**config.mk**
```make
export PLATFORM = sky130hd
export DESIGN_NAME = page_walker
export DESIGN_NICKNAME = d
export VERILOG_FILES = /design/src/rtl/page_walker_pkg.sv /design/src/rtl/page_walker_pte_decode.sv /design/src/rtl/page_walker.sv
export SDC_FILE = /design/constraint.sdc
export NUM_CORES = 1
export LEC_CHECK = 0
export BUFFER_PORTS_ARGS = -buffer_cell sky130_fd_sc_hd__clkbuf_2
export CORE_UTILIZATION = 25
export DETAILED_ROUTE_END_ITERATION = 10
export PLACE_DENSITY_LB_ADDON = 0.15
export SYNTH_ARGS = -nofsm -noshare
export SYNTH_HDL_FRONTEND = slang
export SYNTH_SLANG_ARGS = --single-unit
```
**constraint.sdc**
```tcl
create_clock -name clk -period 2.1 [get_ports clk]
set_input_delay 0.105 -clock clk [delete_from_list [all_inputs] [get_ports clk]]
set_output_delay 0.105 -clock clk [all_outputs]
set_load 0.005 [all_outputs]
```
**src/rtl/page_walker_pkg.sv**
```systemverilog
// page_walker_pkg: shared types and constants for the Sv32 page-table walker.
// Holds the broadcast result record, PTE bit positions and layout, the walk
// state encoding and the PTE address helper.
package page_walker_pkg;

    // Width of the rqID field carried in the broadcast result.
    localparam int PW_RQID_W = 2;

    // Sv32 PTE bit positions.
    localparam int PTE_V       = 0;
    localparam int PTE_R       = 1;
    localparam int PTE_W       = 2;
    localparam int PTE_X       = 3;
    localparam int PTE_U       = 4;
    localparam int PTE_G       = 5;
    localparam int PTE_A       = 6;
    localparam int PTE_D       = 7;
    localparam int PTE_PPN_LSB = 10;

    typedef struct packed {
        logic [21:0] ppn;
        logic [1:0]  rsw;
        logic        d;
        logic        a;
        logic        g;
        logic        u;
        logic        x;
        logic        w;
        logic        r;
        logic        v;
    } pte_t;

    typedef struct packed {
        logic                 valid;
        logic                 busy;
        logic                 pageFault;
        logic [19:0]          vpn;
        logic [21:0]          ppn;
        logic [2:0]           rwx;
        logic                 isSuperPage;
        logic                 user;
        logic                 globl;
        logic [PW_RQID_W-1:0] rqID;
    } PageWalk_Res;

    // Walk state encoding, kept as plain constants for legacy compatibility.
    typedef logic [2:0] pw_state_t;
    localparam pw_state_t ST_IDLE  = 3'd0;
    localparam pw_state_t ST_REQ1  = 3'd1;
    localparam pw_state_t ST_WAIT1 = 3'd2;
    localparam pw_state_t ST_REQ0  = 3'd3;
    localparam pw_state_t ST_WAIT0 = 3'd4;
    localparam pw_state_t ST_DONE  = 3'd5;

    // Physical address of a PTE: table base page plus 4-byte index.
    function automatic logic [33:0] pte_addr(input logic [21:0] base_ppn,
                                             input logic [9:0]  idx);
        return {base_ppn, 12'h000} + {22'h0, idx, 2'b00};
    endfunction

endpackage

```
**src/rtl/page_walker_pte_decode.sv**
```systemverilog
// page_walker_pte_decode: combinational Sv32 PTE decode shared by both levels.
// level=1 is the root table (superpage leaves allowed), level=0 the second.
// Optional macro PW_AD_CHECK_EN: leaves with A=0 fault and W is masked by D.
module page_walker_pte_decode
    import page_walker_pkg::*;
(
    input  logic [31:0] pte,
    input  logic        level,
    output logic        fault,
    output logic        leaf,
    output logic        super_misaligned,
    output logic [2:0]  rwx,
    output logic        user,
    output logic        globl
);

    logic invalid;
    logic ad_fault;
    logic unused_bits;

    // Rsw bits and the upper PPN never influence the decode.
    assign unused_bits = ^{pte[9:8], pte[31:20], pte[PTE_A], pte[PTE_D]};

    // Classify the PTE and extract its permission bits.
    always_comb begin
        invalid          = !pte[PTE_V] || (!pte[PTE_R] && pte[PTE_W]);
        leaf             = pte[PTE_R] || pte[PTE_X];
        super_misaligned = level && leaf && (pte[PTE_PPN_LSB+9:PTE_PPN_LSB] != '0);
`ifdef PW_AD_CHECK_EN
        ad_fault         = leaf && !pte[PTE_A];
        rwx              = {pte[PTE_R], pte[PTE_W] && pte[PTE_D], pte[PTE_X]};
`else
        ad_fault         = 1'b0;
        rwx              = {pte[PTE_R], pte[PTE_W], pte[PTE_X]};
`endif
        fault            = invalid || (!level && !leaf) || ad_fault;
        user             = pte[PTE_U];
        globl            = pte[PTE_G];
    end

endmodule

```
**src/rtl/page_walker.sv**
```systemverilog
// page_walker: Sv32 hardware page-table walker serving NUM_RQ TLB clients.
// One walk at a time, single-outstanding PTE reads, one broadcast result per
// walk (OUT_pw.valid pulses for one cycle). Client 0 has highest priority.
// Optional macro PW_AD_CHECK_EN enables A/D checking in the PTE decode.
module page_walker
    import page_walker_pkg::*;
#(
    parameter int NUM_RQ = 2,
    parameter int RQID_W = 2
) (
    input  logic                   clk,
    input  logic                   rst,
    input  logic [NUM_RQ-1:0]      IN_rqValid,
    input  logic [NUM_RQ-1:0][19:0] IN_rqVpn,
    output logic [NUM_RQ-1:0]      OUT_rqReady,
    input  logic [21:0]            IN_satpPpn,
    output logic                   OUT_memValid,
    output logic [33:0]            OUT_memAddr,
    input  logic                   IN_memReady,
    input  logic                   IN_memResValid,
    input  logic [31:0]            IN_memResData,
    output PageWalk_Res            OUT_pw
);

    pw_state_t         state;
    logic [19:0]       vpn_q;
    logic [RQID_W-1:0] rq_id_q;
    logic [33:0]       mem_addr_q;
    PageWalk_Res       pw_q;
    PageWalk_Res       res_fin;

    logic [NUM_RQ-1:0] grant;
    logic [RQID_W-1:0] grant_idx;
    logic [19:0]       grant_vpn;
    logic              grant_found;
    logic              accept;

    pte_t              pte_in;
    logic              level_top;
    logic              dec_fault;
    logic              dec_leaf;
    logic              dec_misaligned;
    logic [2:0]        dec_rwx;
    logic              dec_user;
    logic              dec_globl;
    logic              walk_fault;

    assign pte_in    = pte_t'(IN_memResData);
    assign level_top = (state == ST_WAIT1);

    page_walker_pte_decode u_decode (
        .pte              (IN_memResData),
        .level            (level_top),
        .fault            (dec_fault),
        .leaf             (dec_leaf),
        .super_misaligned (dec_misaligned),
        .rwx              (dec_rwx),
        .user             (dec_user),
        .globl            (dec_globl)
    );

    assign walk_fault = dec_fault || dec_misaligned;

    // Fixed-priority arbiter: lowest-index valid client wins.
    always_comb begin
        grant       = '0;
        grant_idx   = '0;
        grant_vpn   = '0;
        grant_found = 1'b0;
        for (int unsigned i = 0; i < NUM_RQ; i++) begin
            if (IN_rqValid[i] && !grant_found) begin
                grant_found = 1'b1;
                grant[i]    = 1'b1;
                grant_idx   = RQID_W'(i);
                grant_vpn   = IN_rqVpn[i];
            end
        end
    end

    assign OUT_rqReady  = (state == ST_IDLE && !rst) ? grant : '0;
    assign accept       = (state == ST_IDLE) && grant_found;
    assign OUT_memValid = (state == ST_REQ1) || (state == ST_REQ0);
    assign OUT_memAddr  = mem_addr_q;
    assign OUT_pw       = pw_q;

    // Result record loaded on the transition into DONE.
    always_comb begin
        res_fin             = pw_q;
        res_fin.valid       = 1'b1;
        res_fin.busy        = 1'b1;
        res_fin.pageFault   = walk_fault;
        res_fin.vpn         = vpn_q;
        res_fin.ppn         = walk_fault ? '0 : pte_in.ppn;
        res_fin.rwx         = walk_fault ? '0 : dec_rwx;
        res_fin.isSuperPage = !walk_fault && level_top;
        res_fin.user        = dec_user;
        res_fin.globl       = dec_globl;
        res_fin.rqID        = PW_RQID_W'(rq_id_q);
    end

    // Walk sequencer: accept, two-level PTE fetch, single-cycle result.
    always_ff @(posedge clk) begin
        if (rst) begin
            state      <= ST_IDLE;
            vpn_q      <= '0;
            rq_id_q    <= '0;
            mem_addr_q <= '0;
            pw_q       <= '0;
        end else begin
            pw_q.valid <= 1'b0;
            case (state)
                ST_IDLE: begin
                    if (accept) begin
                        vpn_q      <= grant_vpn;
                        rq_id_q    <= grant_idx;
                        mem_addr_q <= pte_addr(IN_satpPpn, grant_vpn[19:10]);
                        pw_q.busy  <= 1'b1;
                        state      <= ST_REQ1;
                    end
                end
                ST_REQ1: begin
                    if (IN_memReady) state <= ST_WAIT1;
                end
                ST_WAIT1: begin
                    if (IN_memResValid) begin
                        if (walk_fault || dec_leaf) begin
                            pw_q  <= res_fin;
                            state <= ST_DONE;
                        end else begin
                            mem_addr_q <= pte_addr(pte_in.ppn, vpn_q[9:0]);
                            state      <= ST_REQ0;
                        end
                    end
                end
                ST_REQ0: begin
                    if (IN_memReady) state <= ST_WAIT0;
                end
                ST_WAIT0: begin
                    if (IN_memResValid) begin
                        pw_q  <= res_fin;
                        state <= ST_DONE;
                    end
                end
                ST_DONE: begin
                    pw_q.busy <= 1'b0;
                    state     <= ST_IDLE;
                end
                default: state <= ST_IDLE;
            endcase
        end
    end

endmodule

```
==> out/metrics.csv, run 1 <==
metric;value;unit
synth_enable_flop_cells;0;
drt-total-wl;16710;um
track_usage;16.50;%
fmaxAchievable;500.9;MHz
cts_sinks;108;
ys.flop_type;dfxtp_1;
hold_class;input pin to register;
rsz0062_at_grt;no;
yosysUniqueCellTypes;44;
hold_start;IN_satpPpn[12];
ant_nets;0;
pre_cts_slack;0.07923;ns
io_buffers;182;
start_kind;register;
whs;0.01208;ns
vias;5055;
drt_iter0_drc;326;
yosys_warnings;0;
worstSetupPathType;register to output port;
syn_area;0.004885;sq mm
finalCritPeriodShare;95.06;%
die_area;0.02010;sq mm
root_buffer;clkbuf_16;
cp_max_fo;8;
cts_buffer_depth;2;
rows;50;
wl_per_cell;16.12;um
crit_start;state[1]$_SDFFE_PP0P_;
numCtsBuffers;9;
cts.clk_slew.worst_paths;0.07;ns
antenna_found_initial;0;
critPathMostFrequentCell;buf_4;
clkLatencyLatePin;0.35;ns
dieHeight;141.8;um
synth_async_sr_flop_share;0;%
gp_congestion;0.7741;
synth.ff_latch_count;108;
drive_gt1_share;30.24;%
grt_pass1_vias;4918;
wl_met3;1019;um
cts_setup_buffers;0;
ys_seq_area_share;44.26;%
period_needed;1.996;ns
crit_path_top_delay_cell;or3_4;
routed.top_layer;met4;
finalMaxSlewViolations;0;
layout.nets;872;
tritoncts;yes;
syn2layout_area_growth;35.02;%
grt_pass1_wl;25880;um
grt_max_degree;64;
grt_overflow;0;
timing.final.ws_setup;0.1037;ns
viasPerCell;4.875;
relSlewSlack;59.57;%
required;2.00;ns
cp_data_arrival_time;1.89;ns
core-area;0.01896;sq mm
fin_tns_setup;0;ns
worst_r2r_startpoint;state[1]$_SDFFE_PP0P_;
total_power;5.039;mW
cpPeakStageDelay;0.42;ns
syn_avg_cell_area;8.196;sq um
dr_wl_met2;7686;um
drt-met1-wl;7653;um
crit_family;simple AND/OR/NAND/NOR gates;
crit_chain;buf_4 -> or3_4 -> buf_4 -> nor4b_2 -> clkbuf_2;
cp_num_buf_inv;3;
n_antenna_cell;0;
p_leak;2.740;nW
start_util;25.77;%
power_density;764.0;mW/mm^2
final-hold-violation-count;0;
synthCells;596;
worstSetupEndpointType;output port;
fin_util;34.79;%
cts_max_level;3;
fin_worst_skew;0.005820;ns
maxCapViolCount;0;
dieWidth;141.8;um
ioPinCount;190;
drcViolationCount;0;
outcome;finished, final reports clean;
vdd_ir_drop_max;0.0003238;V
tightest_slew;0.6051;ns
drt_first_pass_iters;4;
place_hpwl;11960;um
finalSetupViolCount;0;
layout by cell type (no fill, tap or decap), drive strengths merged, types with 7 or more instances in the layout:
cell,synthesis,final
clkbuf,45,194
dfxtp,108,108
nor2,75,75
nand2,61,61
a21oi,59,59
o21ai,27,27
buf,17,27
inv,26,26
o32ai,24,24
nand3,22,22
a311oi,22,22
nand4b,21,21
dlygate4sd3,0,17
a211oi,14,14
nor2b,11,11
and3b,10,10
a211o,10,10
o22ai,7,7
sequential cells by signal, summed over array words and instances, names as in the netlist:
| name | flops |
|---|---|
| OUT_memAddr | 32 |
| OUT_pw | 52 |
| rq_id_q | 1 |
| state | 3 |
| vpn_q | 20 |
metrics by stage:
step	std cells	cell area, sq um
6_report	1037	6595
2_1_floorplan	598	4892
3_3_place_gp	1004	6102
3_5_place_dp	1004	6102
5_1_grt	1037	6595
4_1_cts	1037	6584
area by class of cell:
type / count / area, sq um
Fill cell: 2005 / 12360
Multi-Input combinational cell: 402 / 2401
Sequential cell: 108 / 2162
Timing Repair Buffer: 225 / 1304
Tap cell: 260 / 325.3
Clock buffer: 13 / 260.3
Inverter: 26 / 97.59
Clock inverter: 3 / 45.04
power by group:
part | total [mW] | switching [mW] | internal [mW]
Sequential | 2.30 | 0.0995 | 2.20
Combinational | 0.983 | 0.566 | 0.417
Clock | 1.76 | 0.766 | 0.992
cell usage after synthesis, types with 2 or more instances:
master,n,share of area (%)
nor2b_1,11,1.4
dfxtp_1,108,44
clkbuf_1,45,3.5
mux2i_1,3,0.61
buf_2,11,1.1
a211o_1,10,1.8
nor4b_1,2,0.36
nand2_1,61,4.7
nand2b_1,3,0.38
a311oi_1,22,3.9
inv_1,26,2.0
nor2_1,74,5.7
nor4_1,4,0.51
and3b_1,10,1.8
nand3_1,22,2.3
a21oi_1,58,5.9
o22ai_1,7,0.90
nand4b_1,21,3.8
o211ai_1,2,0.31
nand4_1,2,0.26
buf_4,4,0.61
a32o_1,2,0.41
nor3_1,4,0.41
o32ai_1,23,4.1
and3_1,2,0.26
a211oi_1,14,2.2
o21ai_0,27,2.8
buf_6,2,0.46
repair_timing:
item                                   4_1_cts  5_1_grt
resized for setup                            1        3
endpoints found under the hold margin       16        0
hold buffers                                17        0
setup endpoints to repair                    1       25
routing by layer:
| metal | up-vias | GRT usage [%] |
|---|---|---|
| met3 | 20 | 2.869 |
| li1 | 2498 | - |
| met5 | - | 0 |
| met1 | 2353 | 20.39 |
| met4 | 0 | 6.338 |
| met2 | 184 | 28.47 |
logic make-up (layout without fill, tap and decap cells):
family	Yosys count	in the layout	synth area share [%]
AOI/OAI and AO/OA	174	174	24.49
buffers and inverters	88	267	7.659
DFF	108	108	44.26
muxes	3	3	0.6148
other	1	3	0.07677
and+or+nand+nor	222	222	22.90
final timing paths:
check / endpoint / slack [ns] / cells after the start
worst max-delay path: OUT_rqReady[1] / 0.10 / 5
worst min-delay path: OUT_memAddr[24]$_SDFFE_PP0P_ / 0.01 / 3
worst max register to register: OUT_memAddr[10]$_SDFFE_PP0P_ / 0.19 / 4
worst min register to register: OUT_memAddr[11]$_SDFFE_PP0P_ / 0.46 / 2
worst min-delay path, stage by stage:
cell and delay [ns]:
clkbuf_2 0.08, nand2_1 0.05, a311oi_1 0.08
(Power assumes the default switching activity.)
==> run 2: changes to the inputs <==
CELL_PAD_IN_SITES_DETAIL_PLACEMENT = 0   (was default)
CELL_PAD_IN_SITES_GLOBAL_PLACEMENT = 1   (was default)
==> out/metrics.csv, run 2 (same netlist as run 1, synthesis figures left out) <==
metric;value;unit
whs_path_depth;3;
relSlewSlack;60.30;%
worstRegToRegCells;4;
final_common_cell;clkbuf_2;
pre_cts_slack;0.06381;ns
crit_path_top_delay_cell;or3_1;
rows;50;
die_area;0.02010;sq mm
grt_overflow;0;
crit-reg2reg-capture;OUT_memAddr[10]$_SDFFE_PP0P_;
period_needed;2.013;ns
track_usage;16.47;%
dpl_cell_area;0.006120;sq mm
tritoncts;yes;
cts_setup_buffers;0;
multiInputGateArea;0.002390;sq mm
syn2layout_area_growth;35.99;%
final_area;0.006643;sq mm
drcViolationCount;0;
final-hold-violation-count;0;
fin_cells;1043;
cts_sinks;108;
clkLatencyLatePin;0.35;ns
rsz0062_at_grt;no;
ant_nets;0;
outcome;finished, final reports clean;
layout.nets;878;
drt_first_pass_iters;6;
placedCellCount;1003;
crit_chain;buf_4 -> or3_1 -> nor4b_1 -> clkbuf_2;
viasPerCell;4.827;
grt_pass1_vias;4784;
fin_worst_skew;0.007624;ns
grt_pass1_wl;25560;um
vdd_ir_drop_max;0.0003183;V
cts_buffer_depth;2;
grt_max_degree;82;
numCtsBuffers;9;
drt-total-wl;16510;um
hold_class;input pin to register;
drive_gt1_share;29.63;%
fmaxAchievable;496.8;MHz
finalSetupViolCount;0;
rrSetupSlack;0.19;ns
largest_register_ffs;52;
min_to;OUT_memAddr[29]$_SDFFE_PP0P_;
cp_data_arrival_time;1.91;ns
place_hpwl;11920;um
ff_latch_area;0.002162;sq mm
n_antenna_cell;0;
worstSetupPathType;register to output port;
start_util;25.77;%
io_buffers;182;
core-area;0.01896;sq mm
hold_start;IN_memResData[27];
worstSetupEndpointType;output port;
p_leak;2.759;nW
tightest_slew;0.5941;ns
fin_tns_setup;0;ns
whs;0.01189;ns
mostFrequentLayoutCells;clkbuf_2 (181), dfxtp_1 (108), nor2_1 (72), nand2_1 (61), a21oi_1 (58);
worst_r2r_startpoint;state[0]$_SDFFE_PP0P_;
start_kind;register;
fillCellCount;2050;
root_buffer;clkbuf_16;
power_density;744.3;mW/mm^2
cts.clk_slew.worst_paths;0.08;ns
finalMaxSlewViolations;0;
antenna_found_initial;0;
dieHeight;141.8;um
wl_per_cell;15.83;um
gp_congestion;0.7777;
cpPeakStageDelay;0.47;ns
cts_max_level;3;
vias;5035;
dieWidth;141.8;um
cp_max_fo;5;
drt_iter0_drc;208;
finalCritPeriodShare;95.84;%
timing.final.ws_setup;0.08729;ns
maxCapViolCount;0;
ioPinCount;190;
required;2.00;ns
run 2: worst max path at each step:
stage	start	end	slack, ns	cells past startpoint
after floorplan	state[0]$_SDFFE_PP0P_	OUT_pw[4]$_SDFFE_PP0P_	0.27	7
after global placement	state[2]$_SDFFE_PP0P_	OUT_pw[50]$_SDFFE_PP0P_	0.13	5
after detailed placement	state[2]$_SDFFE_PP0P_	OUT_pw[50]$_SDFFE_PP0P_	0.06	5
after CTS	state[2]$_SDFFE_PP0P_	OUT_pw[50]$_SDFFE_PP0P_	0.05	5
after global routing	state[0]$_SDFFE_PP0P_	OUT_rqReady[1]	0.04	4
final	state[0]$_SDFFE_PP0P_	OUT_rqReady[1]	0.09	4
run 2: layout make-up:
class / count / share of cell area (%)
Inverter: 26 / 1.469
Clock buffer: 11 / 3.503
Timing Repair Buffer: 231 / 20.95
Multi-Input combinational cell: 402 / 35.98
Sequential cell: 108 / 32.55
Tap cell: 260 / 4.897
Clock inverter: 5 / 0.6593
run 2: worst max-delay path: cells and delay by family (launching register included):
kind	cells	cell delay (ns)
buf+inv	2	0.34
simple gates	2	0.87
flops	1	0.35
run 2: stage by stage:
stage	total power [mW]	util [%]
floorplan	2.882	-
global placement	3.294	32.28
detailed placement	3.308	32.28
CTS	5.019	35.01
global route	5.206	35.04
finish	4.944	35.04
run 2: power breakdown:
group	total [mW]	switching [mW]	internal, mW
clock	1.66	0.832	0.825
sequential	2.29	0.0961	2.20
combinational	0.994	0.566	0.428
total	4.94	1.49	3.45
run 2: repair_timing:
item	in CTS	in global routing
hold buffers	24	0
gates resized for setup	0	2
endpoints found under the hold margin	21	0
setup endpoints to repair	0	24
run 2: layer usage:
metal | GRT usage, % | wire, um
met1 | 20.57 | 7595
met4 | 5.772 | 241
met3 | 3.510 | 1010
met2 | 27.92 | 7662
met5 | 0 | 0
==> run 3: changes to the inputs <==
CORE_ASPECT_RATIO = 1.5   (was default)
==> out/metrics.csv, run 3 (same netlist as run 1, synthesis figures left out) <==
metric;value;unit
outcome;finished, final reports clean;
tritoncts;yes;
ioPinCount;190;
rsz0062_at_grt;no;
vdd_ir_drop_max;0.0003324;V
worstSetupEndpointType;output port;
fmaxAchievable;509.2;MHz
core-area;0.01916;sq mm
fin_util;34.52;%
cts_buffer_depth;2;
io_buffers;182;
tightest_slew;0.6446;ns
n_antenna_cell;0;
whs_path_depth;3;
worstSetupPathType;register to output port;
die_area;0.02011;sq mm
period_needed;1.964;ns
vias;4992;
drcViolationCount;0;
viasPerCell;4.828;
drt_iter0_drc;265;
root_buffer;clkbuf_16;
numCtsBuffers;9;
fin_tns_setup;0;ns
relSlewSlack;56.97;%
fillCellCount;2105;
start_kind;register;
grt_pass1_vias;4842;
final_common_cell;clkbuf_2;
ff_latch_area;0.002162;sq mm
mostFrequentLayoutCells;clkbuf_2 (181), dfxtp_1 (108), nor2_1 (72), nand2_1 (61), a21oi_1 (58);
min_to;OUT_memAddr[13]$_SDFFE_PP0P_;
worstRegToRegCells;5;
multiInputGateArea;0.002395;sq mm
place_hpwl;12410;um
dpl_cell_area;0.006123;sq mm
drt_first_pass_iters;4;
grt_max_degree;59;
pre_cts_slack;0.06771;ns
cts_sinks;108;
finalCritPeriodShare;93.52;%
syn2layout_area_growth;35.43;%
rows;62;
timing.final.ws_setup;0.1360;ns
power_density;759.2;mW/mm^2
antenna_found_initial;0;
finalMaxSlewViolations;0;
cts_max_level;3;
final-hold-violation-count;0;
cp_max_fo;11;
dieHeight;173.2;um
finalSetupViolCount;0;
maxCapViolCount;0;
track_usage;16.64;%
grt_pass1_wl;25890;um
final_area;0.006615;sq mm
drive_gt1_share;30.46;%
gp_congestion;0.7792;
hold_start;IN_satpPpn[1];
layout.nets;873;
largest_register_ffs;52;
p_leak;2.758;nW
required;2.00;ns
wl_per_cell;16.24;um
dieWidth;116.1;um
fin_worst_skew;0.01598;ns
cp_data_arrival_time;1.86;ns
rrSetupSlack;0.15;ns
cts.clk_slew.worst_paths;0.08;ns
crit-reg2reg-capture;OUT_pw[4]$_SDFFE_PP0P_;
start_util;25.49;%
hold_class;input pin to register;
clkLatencyLatePin;0.35;ns
worst_r2r_startpoint;state[0]$_SDFFE_PP0P_;
drt-total-wl;16800;um
grt_overflow;0;
ant_nets;0;
-- run 3: how the worst max path moves through the flow --
stage / startpoint / endpoint / slack, ns
floorplan: state[0]$_SDFFE_PP0P_ / OUT_pw[4]$_SDFFE_PP0P_ / 0.27
global placement: state[0]$_SDFFE_PP0P_ / OUT_pw[4]$_SDFFE_PP0P_ / 0.11
detailed placement: state[0]$_SDFFE_PP0P_ / OUT_pw[4]$_SDFFE_PP0P_ / 0.07
CTS: state[0]$_SDFFE_PP0P_ / OUT_rqReady[1] / 0.05
global route: state[0]$_SDFFE_PP0P_ / OUT_rqReady[1] / 0.05
finish: state[0]$_SDFFE_PP0P_ / OUT_rqReady[1] / 0.14
-- run 3: power by group --
group | total [mW] | internal, mW | switching, mW
clock | 1.73 | 0.875 | 0.859
sequential | 2.30 | 2.20 | 0.0991
combinational | 0.992 | 0.426 | 0.565
total | 5.02 | 3.50 | 1.52
-- run 3: critical path, stage by stage (launching register included) --
cell	delay, ns
dfxtp_1	0.31
buf_4	0.17
or3_4	0.42
buf_4	0.19
nor4b_2	0.27
clkbuf_2	0.16
-- run 3: stage by stage --
stage | total power, mW | hold slack, ns | cells
global placement | 3.305 | 0.3528 | 1001
floorplan | 2.882 | 0.2527 | 598
global route | 5.309 | 0.01592 | 1034
finish | 5.022 | 0.01684 | 1034
detailed placement | 3.318 | 0.3594 | 1001
CTS | 5.096 | 0.003260 | 1034
-- run 3: layout make-up --
class | instances | share of cell area [%]
clock buffers | 10 | 3.613
clock inverters | 6 | 0.9835
inverters | 26 | 1.475
multi-input cells | 402 | 36.20
flip-flops and latches | 108 | 32.68
well taps | 256 | 4.842
repair buffers | 226 | 20.20
-- run 3: what timing repair did --
item | CTS | global route
setup buffers | 0 | 0
gates resized for setup | 1 | 3
hold buffers | 17 | 0
hold endpoints to repair | 16 | 0
setup endpoints to repair | 1 | 23
-- run 3: routing by layer --
layer	vias up	GRT usage (%)	part of all wire [%]
met5	-	0	0
met4	0	6.250	2.2
met3	21	2.454	4.3
met2	164	29.49	51
met1	2305	19.81	43
li1	2502	-	-
